$ cat src/rtl/fb_pkg.sv
// Shared definitions for the framebuffer port arbiter: bus widths,
// read-tag encoding, host round-robin pointer and grant types.
package fb_pkg;

  localparam int FB_ADDR_W = 16;
  localparam int FB_DATA_W = 15;

  // Framebuffer address is {col[7:0], row[7:0]}; the column sits above this bit.
  localparam int FB_COL_LSB = 8;

  // Identifies who a RAM read word belongs to as it travels down the tag pipe.
  typedef enum logic [1:0] {
    TAG_NONE = 2'd0,
    TAG_DISP = 2'd1,
    TAG_RD   = 2'd2
  } fb_tag_e;

  // Host port that wins when both host requesters are valid together.
  typedef enum logic {
    RR_WRITE = 1'b0,
    RR_READ  = 1'b1
  } fb_rr_e;

  // RAM operation issued in the current cycle.
  typedef enum logic [1:0] {
    GNT_IDLE = 2'd0,
    GNT_DISP = 2'd1,
    GNT_WR   = 2'd2,
    GNT_RD   = 2'd3
  } fb_grant_e;

  function automatic logic [FB_ADDR_W-1:0] fb_pack_addr(input logic [7:0] col,
                                                        input logic [7:0] row);
    return {col, row};
  endfunction

endpackage

$ cat src/rtl/fb_tag_pipe.sv
// Tracks which requester owns each in-flight RAM read and routes the
// returning word into the scan-out or host read data register.
module fb_tag_pipe
  import fb_pkg::*;
#(
  parameter int LATENCY = 1,
  parameter int DATA_W  = FB_DATA_W
) (
  input  logic              i_clock,
  input  logic              i_reset,
  input  logic [1:0]        i_tag,
  input  logic [DATA_W-1:0] i_ram_q,
  output logic [DATA_W-1:0] o_disp_pixel,
  output logic              o_disp_valid,
  output logic [DATA_W-1:0] o_rd_data,
  output logic              o_rd_data_valid
);

  logic [1:0]        r_tags [LATENCY];
  logic [1:0]        w_out_tag;
  logic [DATA_W-1:0] r_disp_pixel;
  logic              r_disp_valid;
  logic [DATA_W-1:0] r_rd_data;
  logic              r_rd_data_valid;

  // Shift the grant tag along so it lines up with ram_q for that address.
  always_ff @(posedge i_clock or posedge i_reset) begin
    if (i_reset) begin
      for (int i = 0; i < LATENCY; i++) r_tags[i] <= TAG_NONE;
    end else begin
      r_tags[0] <= i_tag;
      for (int i = 1; i < LATENCY; i++) r_tags[i] <= r_tags[i-1];
    end
  end

  assign w_out_tag = r_tags[LATENCY-1];

  // Capture ram_q into the owning port; data registers hold between strobes.
  always_ff @(posedge i_clock or posedge i_reset) begin
    if (i_reset) begin
      r_disp_pixel    <= '0;
      r_disp_valid    <= 1'b0;
      r_rd_data       <= '0;
      r_rd_data_valid <= 1'b0;
    end else begin
      r_disp_valid    <= (w_out_tag == TAG_DISP);
      r_rd_data_valid <= (w_out_tag == TAG_RD);
      if (w_out_tag == TAG_DISP) r_disp_pixel <= i_ram_q;
      if (w_out_tag == TAG_RD)   r_rd_data    <= i_ram_q;
    end
  end

  assign o_disp_pixel    = r_disp_pixel;
  assign o_disp_valid    = r_disp_valid;
  assign o_rd_data       = r_rd_data;
  assign o_rd_data_valid = r_rd_data_valid;

endmodule

$ cat src/rtl/fb_port_arbiter.sv
// Single-port framebuffer RAM arbiter: scan-out reads always win, host
// writes and reads share the leftover cycles round-robin.
//
// rr_ptr   | meaning
// RR_WRITE | host write wins the next write/read tie
// RR_READ  | host read wins the next write/read tie
module fb_port_arbiter
  import fb_pkg::*;
#(
  parameter int ADDR_W      = FB_ADDR_W,
  parameter int DATA_W      = FB_DATA_W,
  parameter int RAM_LATENCY = 1
) (
  input  logic              i_clock,
  input  logic              i_reset,
  input  logic              i_disp_req,
  input  logic [ADDR_W-1:0] i_disp_addr,
  output logic [DATA_W-1:0] o_disp_pixel,
  output logic              o_disp_valid,
  input  logic              i_wr_valid,
  output logic              o_wr_ready,
  input  logic [ADDR_W-1:0] i_wr_addr,
  input  logic [DATA_W-1:0] i_wr_data,
  input  logic              i_rd_valid,
  output logic              o_rd_ready,
  input  logic [ADDR_W-1:0] i_rd_addr,
  output logic [DATA_W-1:0] o_rd_data,
  output logic              o_rd_data_valid,
  output logic [ADDR_W-1:0] o_ram_address,
  output logic [DATA_W-1:0] o_ram_data,
  output logic              o_ram_wren,
  input  logic [DATA_W-1:0] i_ram_q
);

  fb_rr_e            r_rr;
  logic [ADDR_W-1:0] r_last_addr;
  fb_grant_e         w_grant;
  logic [ADDR_W-1:0] w_addr;
  logic [1:0]        w_tag;

  // Pick this cycle's RAM operation; nothing is granted while reset is held.
  always_comb begin
    w_grant = GNT_IDLE;
    if (!i_reset) begin
      if (i_disp_req)                    w_grant = GNT_DISP;
      else if (i_wr_valid && i_rd_valid) w_grant = (r_rr == RR_WRITE) ? GNT_WR : GNT_RD;
      else if (i_wr_valid)               w_grant = GNT_WR;
      else if (i_rd_valid)               w_grant = GNT_RD;
    end
  end

  // Address mux; an idle cycle keeps the previous address on the RAM.
  always_comb begin
    w_addr = r_last_addr;
    w_tag  = TAG_NONE;
    case (w_grant)
      GNT_DISP: begin w_addr = i_disp_addr; w_tag = TAG_DISP; end
      GNT_WR:   w_addr = i_wr_addr;
      GNT_RD:   begin w_addr = i_rd_addr;   w_tag = TAG_RD;   end
      default:  ;
    endcase
  end

  // Remember the last address driven so idle cycles do not toggle the bus.
  always_ff @(posedge i_clock or posedge i_reset) begin
    if (i_reset)                    r_last_addr <= '0;
    else if (w_grant != GNT_IDLE)   r_last_addr <= w_addr;
  end

  // Round-robin pointer flips only when a host port is served.
  always_ff @(posedge i_clock or posedge i_reset) begin
    if (i_reset)                  r_rr <= RR_WRITE;
    else if (w_grant == GNT_WR)   r_rr <= RR_READ;
    else if (w_grant == GNT_RD)   r_rr <= RR_WRITE;
  end

  assign o_wr_ready    = (w_grant == GNT_WR);
  assign o_rd_ready    = (w_grant == GNT_RD);
  assign o_ram_wren    = (w_grant == GNT_WR);
  assign o_ram_address = w_addr;
  assign o_ram_data    = i_wr_data;

  fb_tag_pipe #(
    .LATENCY (RAM_LATENCY),
    .DATA_W  (DATA_W)
  ) u_tag_pipe (
    .i_clock         (i_clock),
    .i_reset         (i_reset),
    .i_tag           (w_tag),
    .i_ram_q         (i_ram_q),
    .o_disp_pixel    (o_disp_pixel),
    .o_disp_valid    (o_disp_valid),
    .o_rd_data       (o_rd_data),
    .o_rd_data_valid (o_rd_data_valid)
  );

endmodule

$ cat config.mk
export PLATFORM = sky130hd
export DESIGN_NAME = fb_port_arbiter
export DESIGN_NICKNAME = d
export VERILOG_FILES = /design/src/rtl/fb_pkg.sv /design/src/rtl/fb_tag_pipe.sv /design/src/rtl/fb_port_arbiter.sv
export SDC_FILE = /design/constraint.sdc
export NUM_CORES = 1
export LEC_CHECK = 0
export BUFFER_PORTS_ARGS = -buffer_cell sky130_fd_sc_hd__buf_2
export CORE_MARGIN = 1
export CORE_UTILIZATION = 47
export DETAILED_ROUTE_END_ITERATION = 10
export GPL_TIMING_DRIVEN = 0
export PLACE_DENSITY = 0.85
export SETUP_SLACK_MARGIN = 0.2
export SLEW_MARGIN = 0
export SYNTH_ARGS = -nofsm -noshare
export SYNTH_HDL_FRONTEND = slang
export SYNTH_SLANG_ARGS = --single-unit
$ cat constraint.sdc
create_clock -name i_clock -period 2.91 [get_ports i_clock]
set_input_delay 0.582 -clock i_clock [delete_from_list [all_inputs] [get_ports i_clock]]
set_output_delay 0.582 -clock i_clock [all_outputs]
set_load 0.05 [all_outputs]
* After elaboration in Yosys (flattened, before gate mapping)
Cells that the tools add are included. Widths: inputs -> output; s select.
Operators by class: equal/unequal tests 5, mux-type cells 10, reductions and logical operators 3
Operators with widths (number):
- $pmux 16 s3 | 1
- $mux 2 | 5
- $eq 2x2->1 const B | 3
- $eq 2x1->1 const B | 2
- $pmux 2 s2 | 1
- $reduce_bool 2->1 | 2
- $mux 1 | 3
- $logic_and 1x1->1 | 1
Storage, ports and cells: word-level logic and storage cells 25, flip-flop bits (word level) 51, output and inout bits 66

* Logic depth before layout (Yosys ltp)
Gate-level depths: netlist of the first run.
depth after elaboration 8, depth in mapped cells 5

* By module
From an unflattened synthesis of the first run, not the netlist that was laid out.
Unflattened totals: cells, all modules 231, area total of the unflattened synthesis 2672.6 um^2
By module, submodules not included:
- fb_tag_pipe | instances 1, area an instance 1342.5 um^2, cells each 73, sequential area each 850.8 um^2
- fb_port_arbiter | instances 1, area an instance 1330.0 um^2, cells each 158, sequential area each 425.4 um^2

* Worst setup path after synthesis of the first run
OpenSTA, ideal clock, no wires.
path kind input -> output, start point input i_disp_req, end point output o_ram_address[0], stages on the path 4, arrival time 2.042 ns, slack 0.286 ns, cell sequence buf_6 > clkbuf_1 > o31a_1 > a2bb2oi_1
On the way: longest elaborated chain between the ends 4, elaborated cells between the ends (all ways) 6
RTL lines:
- start, declared | RTL line fb_port_arbiter.sv:16 | input logic i_disp_req,
- $mux 2 * | RTL line fb_port_arbiter.sv:45 | if (i_disp_req) w_grant = GNT_DISP;
- $mux 2 * | RTL line fb_port_arbiter.sv:44 | if (!i_reset) begin
- $eq 2x2->1 or $eq 2x1->1 (tied branches) | RTL line fb_port_arbiter.sv:56 | case (w_grant)
- $pmux 16 s3 * | RTL line fb_port_arbiter.sv:56
- end, declared | RTL line fb_port_arbiter.sv:29 | output logic [ADDR_W-1:0] o_ram_address,
Every way passes the cells marked *; elsewhere a longest branch is shown, timed or not.

* Worst setup path after layout of the first run
start point input i_rd_valid, end point output o_ram_address[7]
On the way: longest elaborated chain between the ends 7, elaborated cells between the ends (all ways) 10
RTL lines:
- start, declared | RTL line fb_port_arbiter.sv:24 | input logic i_rd_valid,
- $mux 2 | RTL line fb_port_arbiter.sv:48 | else if (i_rd_valid) w_grant = GNT_RD;
- $mux 2 | RTL line fb_port_arbiter.sv:47 | else if (i_wr_valid) w_grant = GNT_WR;
- $mux 2 * | RTL line fb_port_arbiter.sv:46 | else if (i_wr_valid && i_rd_valid) w_grant = (r_rr == RR_WRITE) ? GNT_WR : GNT_RD;
- $mux 2 * | RTL line fb_port_arbiter.sv:45
- $mux 2 * | RTL line fb_port_arbiter.sv:44
- $eq 2x2->1 or $eq 2x1->1 (tied branches) | RTL line fb_port_arbiter.sv:56
- $pmux 16 s3 * | RTL line fb_port_arbiter.sv:56
Marks and branches as above.

==> results of run 1 <==
## final timing paths
| kind | from | endpoint | slack, ns | depth (start not counted) |
|---|---|---|---|---|
| max reg2reg | r_rr | r_last_addr[14] | 1.37 | 4 |
| max in group asynchronous | i_reset | u_tag_pipe.o_disp_pixel[13] | 1.74 | 4 |
| min in group asynchronous | i_reset | r_last_addr[13] | 0.64 | 3 |
| min | u_tag_pipe.o_rd_data[6] | u_tag_pipe.o_rd_data[6] | 0.51 | 1 |
| max | i_rd_valid | o_ram_address[7] | 0.29 | 6 |
| min reg2reg | u_tag_pipe.o_rd_data[6] | u_tag_pipe.o_rd_data[6] | 0.51 | 1 |
## per-layer routing
metal	track usage, %	wire length [µm]	up-vias
li1	-	-	1135
met1	29.7	2980	1165
met2	40.4	3360	149
met3	4.82	574	6
met4	7.74	67	0
met5	0	0	-
## flip-flops by register name, indices dropped and copies added, names as in the netlist
register and cells:
u_tag_pipe.o_rd_data_valid 1, u_tag_pipe.o_disp_valid 1, u_tag_pipe.o_rd_data 15, u_tag_pipe.o_disp_pixel 15, u_tag_pipe.r_tags 2, r_last_addr 16, r_rr 1
## cell families (layout without fill, tap and decap cells)
logic type	count (synthesis)	count (layout)	share of synthesized area, %
simple gates	43	43	10.6
flops	51	51	47.3
compound gates	67	67	20.7
mux	30	30	12.5
buf+inv	38	178	8.91
## synth_stat cells (all sizes together)
| library cell | count | area share, % |
|---|---|---|
| a21oi | 17 | 3.2 |
| dfrtp | 51 | 47 |
| a2bb2oi | 2 | 0.65 |
| buf | 30 | 7.7 |
| a21boi | 1 | 0.28 |
| nor2 | 2 | 0.28 |
| a211o | 15 | 4.9 |
| and3 | 15 | 3.5 |
| o32a | 30 | 11 |
| a31oi | 1 | 0.23 |
| inv | 2 | 0.28 |
| nor3b | 1 | 0.70 |
| nor3 | 1 | 0.60 |
| clkbuf | 6 | 0.88 |
| o31a | 1 | 0.32 |
| and2 | 3 | 0.70 |
| nand2b | 17 | 3.9 |
| nand3 | 1 | 0.19 |
| nor2b | 3 | 0.70 |
| mux2 | 30 | 13 |
## report_power, final
group	internal, W	leakage (nW)	switching, W	total [W]
Combinational	0.000305	1.14	0.000711	0.00102
Clock	0.000252	0.0502	0.000232	0.000484
Sequential	0.000836	0.597	0.0000666	0.000903
## stage by stage
| stage | total power [W] | utilization [%] |
|---|---|---|
| 4_1_cts | 0.00242 | 64.9 |
| 3_3_place_gp | 0.00191 | 62.6 |
| 5_1_grt | 0.00251 | 64.9 |
| 3_5_place_dp | 0.00193 | 63.0 |
| 2_1_floorplan | 0.00168 | - |
| 6_report | 0.00240 | 64.9 |
## layout make-up
class / count / area share [%]
Sequential cell: 51 / 35.7
Clock buffer: 5 / 1.92
Multi-Input combinational cell: 140 / 33.1
Tap cell: 72 / 2.52
Clock inverter: 2 / 1.05
Timing Repair Buffer: 133 / 19.0
Inverter: 2 / 0.210
Buffer: 36 / 6.51
## cells in the final DEF (no fill, tap or decap), types with 2 or more instances in the layout
master | synthesis | routed
buf_4 | 16 | 16
and2_1 | 3 | 3
o32a_1 | 30 | 30
nor2b_1 | 3 | 3
buf_2 | 11 | 143
a211o_1 | 15 | 15
a2bb2oi_1 | 2 | 2
clkbuf_1 | 5 | 5
buf_6 | 3 | 3
mux2_2 | 30 | 30
and3_1 | 15 | 15
a21oi_1 | 17 | 17
clkbuf_8 | 0 | 5
dfrtp_1 | 51 | 51
nand2b_1 | 17 | 17
==> results.json, run 1 <==
{
  "cts_root_buf": "clkbuf_8",
  "clock_latency_ns": 0.30,
  "critPathMostFrequentCell": "buf_2",
  "cts_resized": 0,
  "grt_max_degree": 36,
  "overflow": 0,
  "power_leakage_nw": 1.79,
  "syn-num-nets": 312,
  "drc": 0,
  "post-dp-hpwl_um": 5160,
  "nets": 452,
  "worst_pin_slew_ns": 0.531,
  "wl_um": 6980,
  "dp_slack_ns": 0.247,
  "nFillCells": 415,
  "clk_pin_slew_ns": 0.08,
  "min_period_ns": 2.62,
  "status": "complete, no violations",
  "fmax_mhz": 382,
  "min_path_type": "register to register",
  "finalSetupTns_ns": 0,
  "drt-initial-drc-count": 94,
  "place.gp.congestion": 0.765,
  "die-area_um2": 6040,
  "placed_area_um2": 3470,
  "cpMaxStageDelayCell": "clkbuf_1",
  "synth_warnings": 0,
  "start_util_pct": 49.0,
  "cts_buffers": 5,
  "fp.dieH_um": 77.7,
  "crit_path_max_incr_delay_ns": 0.42,
  "multi_input_area_um2": 1180,
  "regArea_um2": 1280,
  "cp_num_buf_inv": 4,
  "numPortBuffers": 132,
  "crit_path_end_kind": "primary output",
  "post-cts-setup-buffers": 0,
  "netlist_area_um2": 2700,
  "fp.dieW_um": 77.7,
  "first_pass_iters": 4,
  "power_density_nw_per_um2": 672,
  "ys_ff_latch": 51,
  "critPathTopFamily": "buffers and inverters",
  "yosys.cell_types.count": 23,
  "setup_viol": 0,
  "slew_violations": 0,
  "grt_usage_pct": 23.6,
  "ios": 149,
  "via_per_inst": 5.57,
  "path_class": "input port to primary output",
  "vias": 2455,
  "cts.sinks": 51,
  "core_um2": 5510,
  "place_inst": 434,
  "crit_chain": "buf_2, buf_6, clkbuf_1, a21oi_1, o32a_1, buf_2",
  "cp_data_arrival_time_ns": 2.04,
  "ctsHoldBuffers": 0,
  "grt_pass1_vias": 2309,
  "antenna_found_initial": 0,
  "timing.final.hold_violations": 0,
  "ant_nets": 0,
  "cts_tree": "built",
  "wl_per_cell_um": 15.8,
  "ys_seq_area_share_pct": 47.3,
  "htree_num_levels": 2,
  "stdcell_count": 441,
  "period_share_pct": 89.9,
  "avgSynthCellArea_um2": 11.8,
  "cp_max_fo": 10,
  "synthCells": 229,
  "hold_slack_ns": 0.505,
  "grt_pass1_wl_um": 11100,
  "fin_area_um2": 3580,
  "fin_skew_ns": 0.0111,
  "layout_setup_ws_ns": 0.293,
  "clockBufferDepth": 2,
  "post_route_cells_drive_above_1_share_pct": 55.6,
  "required_ns": 2.33,
  "area_growth_pct": 32.6,
  "relSlewSlack_pct": 64.6,
  "cp-start-kind": "input port",
  "antennaDiodeCount": 0,
  "ir_drop_v": 0.000359,
  "row_count": 27,
  "max-cap-violations": 0,
  "rsz0062_at_grt": "false"
}
(Power assumes the default switching activity.)
==> inputs of run 2 (changes only) <==
--- a/config.mk
+++ b/config.mk
@@ -5,12 +5,13 @@
 export SDC_FILE = /design/constraint.sdc
 export NUM_CORES = 1
 export LEC_CHECK = 0
+export ABC_AREA = 1
 export BUFFER_PORTS_ARGS = -buffer_cell sky130_fd_sc_hd__buf_2
 export CORE_MARGIN = 1
-export CORE_UTILIZATION = 47
+export CORE_UTILIZATION = 39
 export DETAILED_ROUTE_END_ITERATION = 10
 export GPL_TIMING_DRIVEN = 0
-export PLACE_DENSITY = 0.85
+export PLACE_DENSITY = 0.73
 export SETUP_SLACK_MARGIN = 0.2
 export SLEW_MARGIN = 0
 export SYNTH_ARGS = -nofsm -noshare
==> run 2 against run 1 <==
Compared with the run above:
- the run now ends with DRC left
- clock power is essentially flat
- non-clock buffer count decreased by 3
- global-route usage decreased by 3.5 points
- highest routed layer unchanged
- via count rose by 5.6%
- hold slack worse by 0.077 ns
- design area rose by 3.4%
- fmax increased by 2.0%
- count of clock-buffer cells in the layout did not move
- sequential share of layout area decreased by 1.2 points
- clock skew is 0.0039 ns lower
- routed wire length down 2.0%
==> results.json, run 2 <==
{
  "status": "complete, but fails checks",
  "violations": "DRC",
  "cts_tree": "built",
  "cp_max_fo": 10,
  "cts_root_buf": "clkbuf_8",
  "fin_area_um2": 3700,
  "internal_power_w": 0.00136,
  "relSlewSlack_pct": 57.4,
  "min_path_type": "input port to async pin",
  "vias": 2592,
  "antenna_found_initial": 0,
  "nets": 534,
  "grt_pass1_wl_um": 11400,
  "cts_buffers": 5,
  "synthTopCellsByCount": "nand2_1 (56), dfrtp_1 (51), nand3_1 (50)",
  "min_period_ns": 2.57,
  "power.share.clock_pct": 19.7,
  "area_growth_pct": 40.3,
  "p_comb_share_pct": 43.3,
  "rsz0062_at_grt": "false",
  "wl_per_cell_um": 13.0,
  "drt-initial-drc-count": 98,
  "crit_path_end_kind": "primary output",
  "ir_drop_v": 0.000264,
  "stdcell_count": 528,
  "netlist_area_um2": 2630,
  "antennaDiodeCount": 0,
  "layout_setup_ws_ns": 0.344,
  "htree_num_levels": 2,
  "mostFrequentLayoutCells": "buf_2 (135), nand2_1 (56), dfrtp_1 (51)",
  "synthCells": 308,
  "synth_edf_count": 0,
  "wl_um": 6840,
  "place.gp.congestion": 0.783,
  "ys_seq_area_share_pct": 48.5,
  "avgSynthCellArea_um2": 8.55,
  "ios": 149,
  "layout_commonest_cell": "buf_2",
  "largest_reg_flops": 16,
  "power_leakage_nw": 2.09,
  "synth.area.top_cells": "dfrtp_1 (48%), nand3_1 (9.5%), nand2_1 (8.0%)",
  "dp_slack_ns": -0.738,
  "cts.sinks": 51,
  "period_share_pct": 88.2,
  "die-area_um2": 7090,
  "switching_power_w": 0.00108,
  "grt_max_degree": 27,
  "via_per_inst": 4.91,
  "finalSetupTns_ns": 0,
  "synth_warnings": 0,
  "grt_usage_pct": 20.1,
  "regMostFlops": "r_last_addr",
  "ys_ff_latch": 51,
  "fmax_mhz": 390,
  "clk_pin_slew_ns": 0.09,
  "drc": 20,
  "core_um2": 6420,
  "path_class": "input port to primary output",
  "synth_area_leader_cell": "dfrtp_1",
  "cp_data_arrival_time_ns": 1.98,
  "post_route_cells_drive_above_1_share_pct": 49.0,
  "setup_viol": 0,
  "post-dp-hpwl_um": 5090,
  "place_inst": 518,
  "slew_violations": 0,
  "first_pass_iters": 8,
  "placed_area_um2": 3570,
  "overflow": 0,
  "synth_top_area_share_pct": 48.5,
  "cp-start-kind": "input port",
  "max-cap-violations": 0,
  "ys.flop_type": "dfrtp_1",
  "ys_async_sr_fraction_pct": 100,
  "clockBufferDepth": 2,
  "worst_pin_slew_ns": 0.638,
  "required_ns": 2.33,
  "p_seq_share_pct": 37.0,
  "clock_latency_ns": 0.30,
  "numPortBuffers": 133,
  "power_density_nw_per_um2": 661,
  "fp.dieH_um": 84.2,
  "fin_util_pct": 57.5,
  "grt_pass1_vias": 2440,
  "fin_skew_ns": 0.00714,
  "syn-num-nets": 391,
  "yosys.cell_types.count": 19,
  "start_util_pct": 41.0,
  "p_sw_share_pct": 44.4,
  "yosysMostFrequentCell": "nand2_1",
  "ant_nets": 0,
  "timing.final.hold_violations": 0,
  "nFillCells": 610,
  "fp.dieW_um": 84.2,
  "row_count": 29
}
==> run 2: layout make-up <==
class / instances / area (µm²) / share of cell area (%)
clock inverter: 2 / 37.5 / 1.02
sequential: 51 / 1280 / 34.5
clock buffer: 5 / 68.8 / 1.86
buffer: 32 / 224 / 6.06
timing repair inverter: 2 / 12.5 / 0.339
inverter: 39 / 150 / 4.06
timing repair buffer: 134 / 673 / 18.2
tap: 77 / 96.3 / 2.61
multi-input combinational: 186 / 1160 / 31.3
==> run 2: power by group through the flow <==
stage | Sequential (W) | Combinational (W) | Clock (W)
floorplan | 0.00125 | 0.000465 | 0
global placement | 0.000915 | 0.00105 | 0
detailed placement | 0.000918 | 0.00106 | 0
CTS | 0.000904 | 0.00107 | 0.000494
global route | 0.000922 | 0.00112 | 0.000524
finish | 0.000903 | 0.00106 | 0.000481
==> run 2: path summary, 6_finish.rpt <==
kind	start	slack (ns)	endpoint	cells past startpoint
worst min-delay path	i_reset	0.43	u_tag_pipe.o_rd_data[9]	3
worst max-delay path	i_reset	0.34	o_ram_address[15]	8
max in group asynchronous	i_reset	2.09	u_tag_pipe.o_disp_pixel[13]	2
worst max register to register	r_rr	1.43	r_last_addr[15]	10
worst min register to register	u_tag_pipe.r_tags[1]	0.44	u_tag_pipe.o_disp_valid	1
min in group i_clock	u_tag_pipe.r_tags[1]	0.44	u_tag_pipe.o_disp_valid	1
==> run 2: kinds of logic (layout without fill, tap and decap cells) <==
logic type	count (synthesis)	in the layout	share of synthesized area, %
AND/OR/NAND/NOR	155	155	31.7
AO/OA/AOI/OAI	31	31	5.89
flip-flops	51	51	48.5
buffers and inverters	71	214	14.0
==> run 2: worst max-delay path, cell delays in order <==
cell and delay (ns):
buf_2 0.18, nor3_4 0.44, buf_6 0.22, nand3_1 0.08, nand2_1 0.08, inv_1 0.08
nand3_4 0.06, buf_2 0.26
==> run 2: routing by layer <==
| metal | vias up | share of wire (%) | GRT usage, % |
|---|---|---|---|
| li1 | 1272 | - | - |
| met1 | 1186 | 45 | 26.4 |
| met2 | 128 | 46 | 32.8 |
| met3 | 6 | 8.3 | 5.51 |
| met4 | 0 | 1.0 | 5.64 |
| met5 | - | 0 | 0 |
==> run 2: stage by stage <==
stage	total power [W]	hold WS, ns
6_report	0.00244	0.428
5_1_grt	0.00257	0.442
4_1_cts	0.00246	0.417
3_5_place_dp	0.00198	0.427
3_3_place_gp	0.00196	0.425
2_1_floorplan	0.00172	0.413
==> run 2: timing repair <==
item	CTS	global route
gates resized for setup	0	0
buffers inserted	1	0
setup endpoints to repair	16	0
hold buffers	0	0
==> inputs of run 3 (changes only) <==
--- a/config.mk
+++ b/config.mk
@@ -6,12 +6,12 @@
 export NUM_CORES = 1
 export LEC_CHECK = 0
 export ABC_AREA = 1
-export BUFFER_PORTS_ARGS = -buffer_cell sky130_fd_sc_hd__buf_2
 export CORE_MARGIN = 1
 export CORE_UTILIZATION = 39
 export DETAILED_ROUTE_END_ITERATION = 10
+export DONT_BUFFER_PORTS = 1
 export GPL_TIMING_DRIVEN = 0
-export PLACE_DENSITY = 0.73
+export PLACE_DENSITY = 0.54
 export SETUP_SLACK_MARGIN = 0.2
 export SLEW_MARGIN = 0
 export SYNTH_ARGS = -nofsm -noshare
==> constraint.sdc (replaced) <==
create_clock -name i_clock -period 2.91 [get_ports i_clock]
set_input_delay 0.582 -clock i_clock [delete_from_list [all_inputs] [get_ports i_clock]]
set_output_delay 0.582 -clock i_clock [all_outputs]
set_load 0.02 [all_outputs]
==> run 3 against run 2 <==
Compared with the run above:
- die area unchanged
- clock power decreased by 9.6%
- design area is 22% lower
- critical endpoint is now o_wr_ready
- the run still ends with DRC left
- first-iteration DRC count down 32%
- worst setup slack better by 0.042 ns
- largest cell class unchanged
- global-route usage is 1.5 points lower
==> results.json, run 3 (same netlist as run 2, synthesis figures left out) <==
{
  "status": "complete, but fails checks",
  "violations": "DRC",
  "highest_layer": "met4",
  "grt_pass1_vias": 1972,
  "clock_latency_ns": 0.30,
  "post-cts-setup-buffers": 0,
  "drc": 18,
  "reg2reg_slack_ns": 1.45,
  "cp_max_fo": 10,
  "clk_pin_slew_ns": 0.10,
  "finalSetupTns_ns": 0,
  "wl_met2_um": 3150,
  "cts_resized": 0,
  "fin_skew_ns": 0.00423,
  "power_density_nw_per_um2": 640,
  "cts_root_buf": "clkbuf_8",
  "met1_length_um": 2720,
  "grt_pass1_wl_um": 10200,
  "required_ns": 2.33,
  "core_um2": 6420,
  "fp.dieW_um": 84.2,
  "crit_path_end_kind": "primary output",
  "numPortBuffers": 0,
  "cts_buffers": 5,
  "antenna_found_initial": 0,
  "setup_viol": 0,
  "post_route_cells_drive_above_1_share_pct": 25.5,
  "min_path_type": "input port to async pin",
  "ir_drop_v": 0.000198,
  "layout_commonest_cell": "nand2_1",
  "die-area_um2": 7090,
  "first_pass_iters": 7,
  "period_share_pct": 86.7,
  "htree_num_levels": 2,
  "wl_um": 6400,
  "clockBufferDepth": 2,
  "area_growth_pct": 10.0,
  "regMostFlops": "r_last_addr",
  "wl_met3_um": 480,
  "vias": 2045,
  "grt_max_degree": 27,
  "ios": 149,
  "antennaDiodeCount": 0,
  "fin_util_pct": 45.1,
  "start_util_pct": 41.0,
  "path_class": "register to primary output",
  "worst_pin_slew_ns": 0.625,
  "cts_tree": "built",
  "place.gp.congestion": 0.740,
  "nets": 400,
  "place_inst": 385,
  "overflow": 0,
  "power_leakage_nw": 1.48,
  "r2r-end": "r_last_addr[14]",
  "drt-initial-drc-count": 67,
  "grt_usage_pct": 18.6,
  "post-dp-hpwl_um": 4440,
  "cp_data_arrival_time_ns": 1.94,
  "ff2ff_path_depth": 10,
  "min_period_ns": 2.52,
  "max-cap-violations": 0,
  "fmax_mhz": 396,
  "timing.rr.start": "r_rr",
  "via_per_inst": 5.18,
  "cp-start-kind": "register",
  "slew_violations": 0,
  "cts.sinks": 51,
  "ant_nets": 0,
  "mostFrequentLayoutCells": "nand2_1 (56), dfrtp_1 (51), nand3_1 (40)",
  "row_count": 29,
  "rsz0062_at_grt": "false",
  "fp.dieH_um": 84.2,
  "stdcell_count": 395,
  "relSlewSlack_pct": 58.1,
  "wl_per_cell_um": 16.2,
  "timing.final.hold_violations": 0,
  "nFillCells": 675,
  "largest_reg_flops": 16
}
## run 3: cell count changes in the layout (fill, tap and decap cells not counted), sizes merged
cell    change
buf       -134
clkbuf      +1
clkinv      +1
bufinv      -1
## run 3: where the power goes
part	leakage [nW]	switching [W]	total [W]	internal, W
combinational	0.811	0.000251	0.000377	0.000125
sequential	0.625	0.000201	0.00104	0.000840
clock	0.0474	0.000240	0.000435	0.000195
## run 3: area by class of cell
cell class                 instances  area [µm²]  area share, %
sequential                        51        1280           44.0
multi-input combinational        186        1040           35.9
buffer                            32         224           7.73
inverter                          39         150           5.18
tap                               77        96.3           3.32
clock buffer                       6        82.6           2.85
clock inverter                     2        16.3          0.561
timing repair inverter             2        12.5          0.432
## run 3: stage by stage
step	area [µm²]	hold slack [ns]	total power (W)	worst slack, ns
global placement	2790	0.441	0.00143	-0.337
detailed placement	2790	0.442	0.00144	-0.320
global route	2900	0.125	0.00197	0.237
CTS	2890	0.236	0.00188	0.248
floorplan	2690	0.413	0.00136	0.208
finish	2900	0.132	0.00185	0.386
## run 3: worst max-delay path by stage
stage | startpoint | endpoint | slack [ns]
2_1_floorplan | i_reset | o_ram_address[0] | 0.21
3_3_place_gp | i_reset | o_ram_address[1] | -0.34
6_report | r_rr | o_wr_ready | 0.39
3_5_place_dp | i_reset | o_ram_address[7] | -0.32
4_1_cts | i_reset | o_ram_address[7] | 0.25
5_1_grt | r_rr | o_wr_ready | 0.24
## run 3: what timing repair did
action                                  4_1_cts  5_1_grt
endpoints found under the setup margin       16       10
cloned                                        1        1
hold buffers                                  0        0
## run 3: per-layer routing
metal  GRT usage [%]  vias up
met2            30.6       99
met1            24.4      934
li1                -     1008
met5               0        -
met4            4.86        0
met3            4.82        4
## run 3: critical path, cell delays in order (launching register included)
cell and delay [ns]:
dfrtp_1 0.38, inv_1 0.07, nand2_1 0.05, nand2_1 0.08, buf_4 0.18, inv_2 0.10
buf_4 0.19, nor2_1 0.36, buf_4 0.22
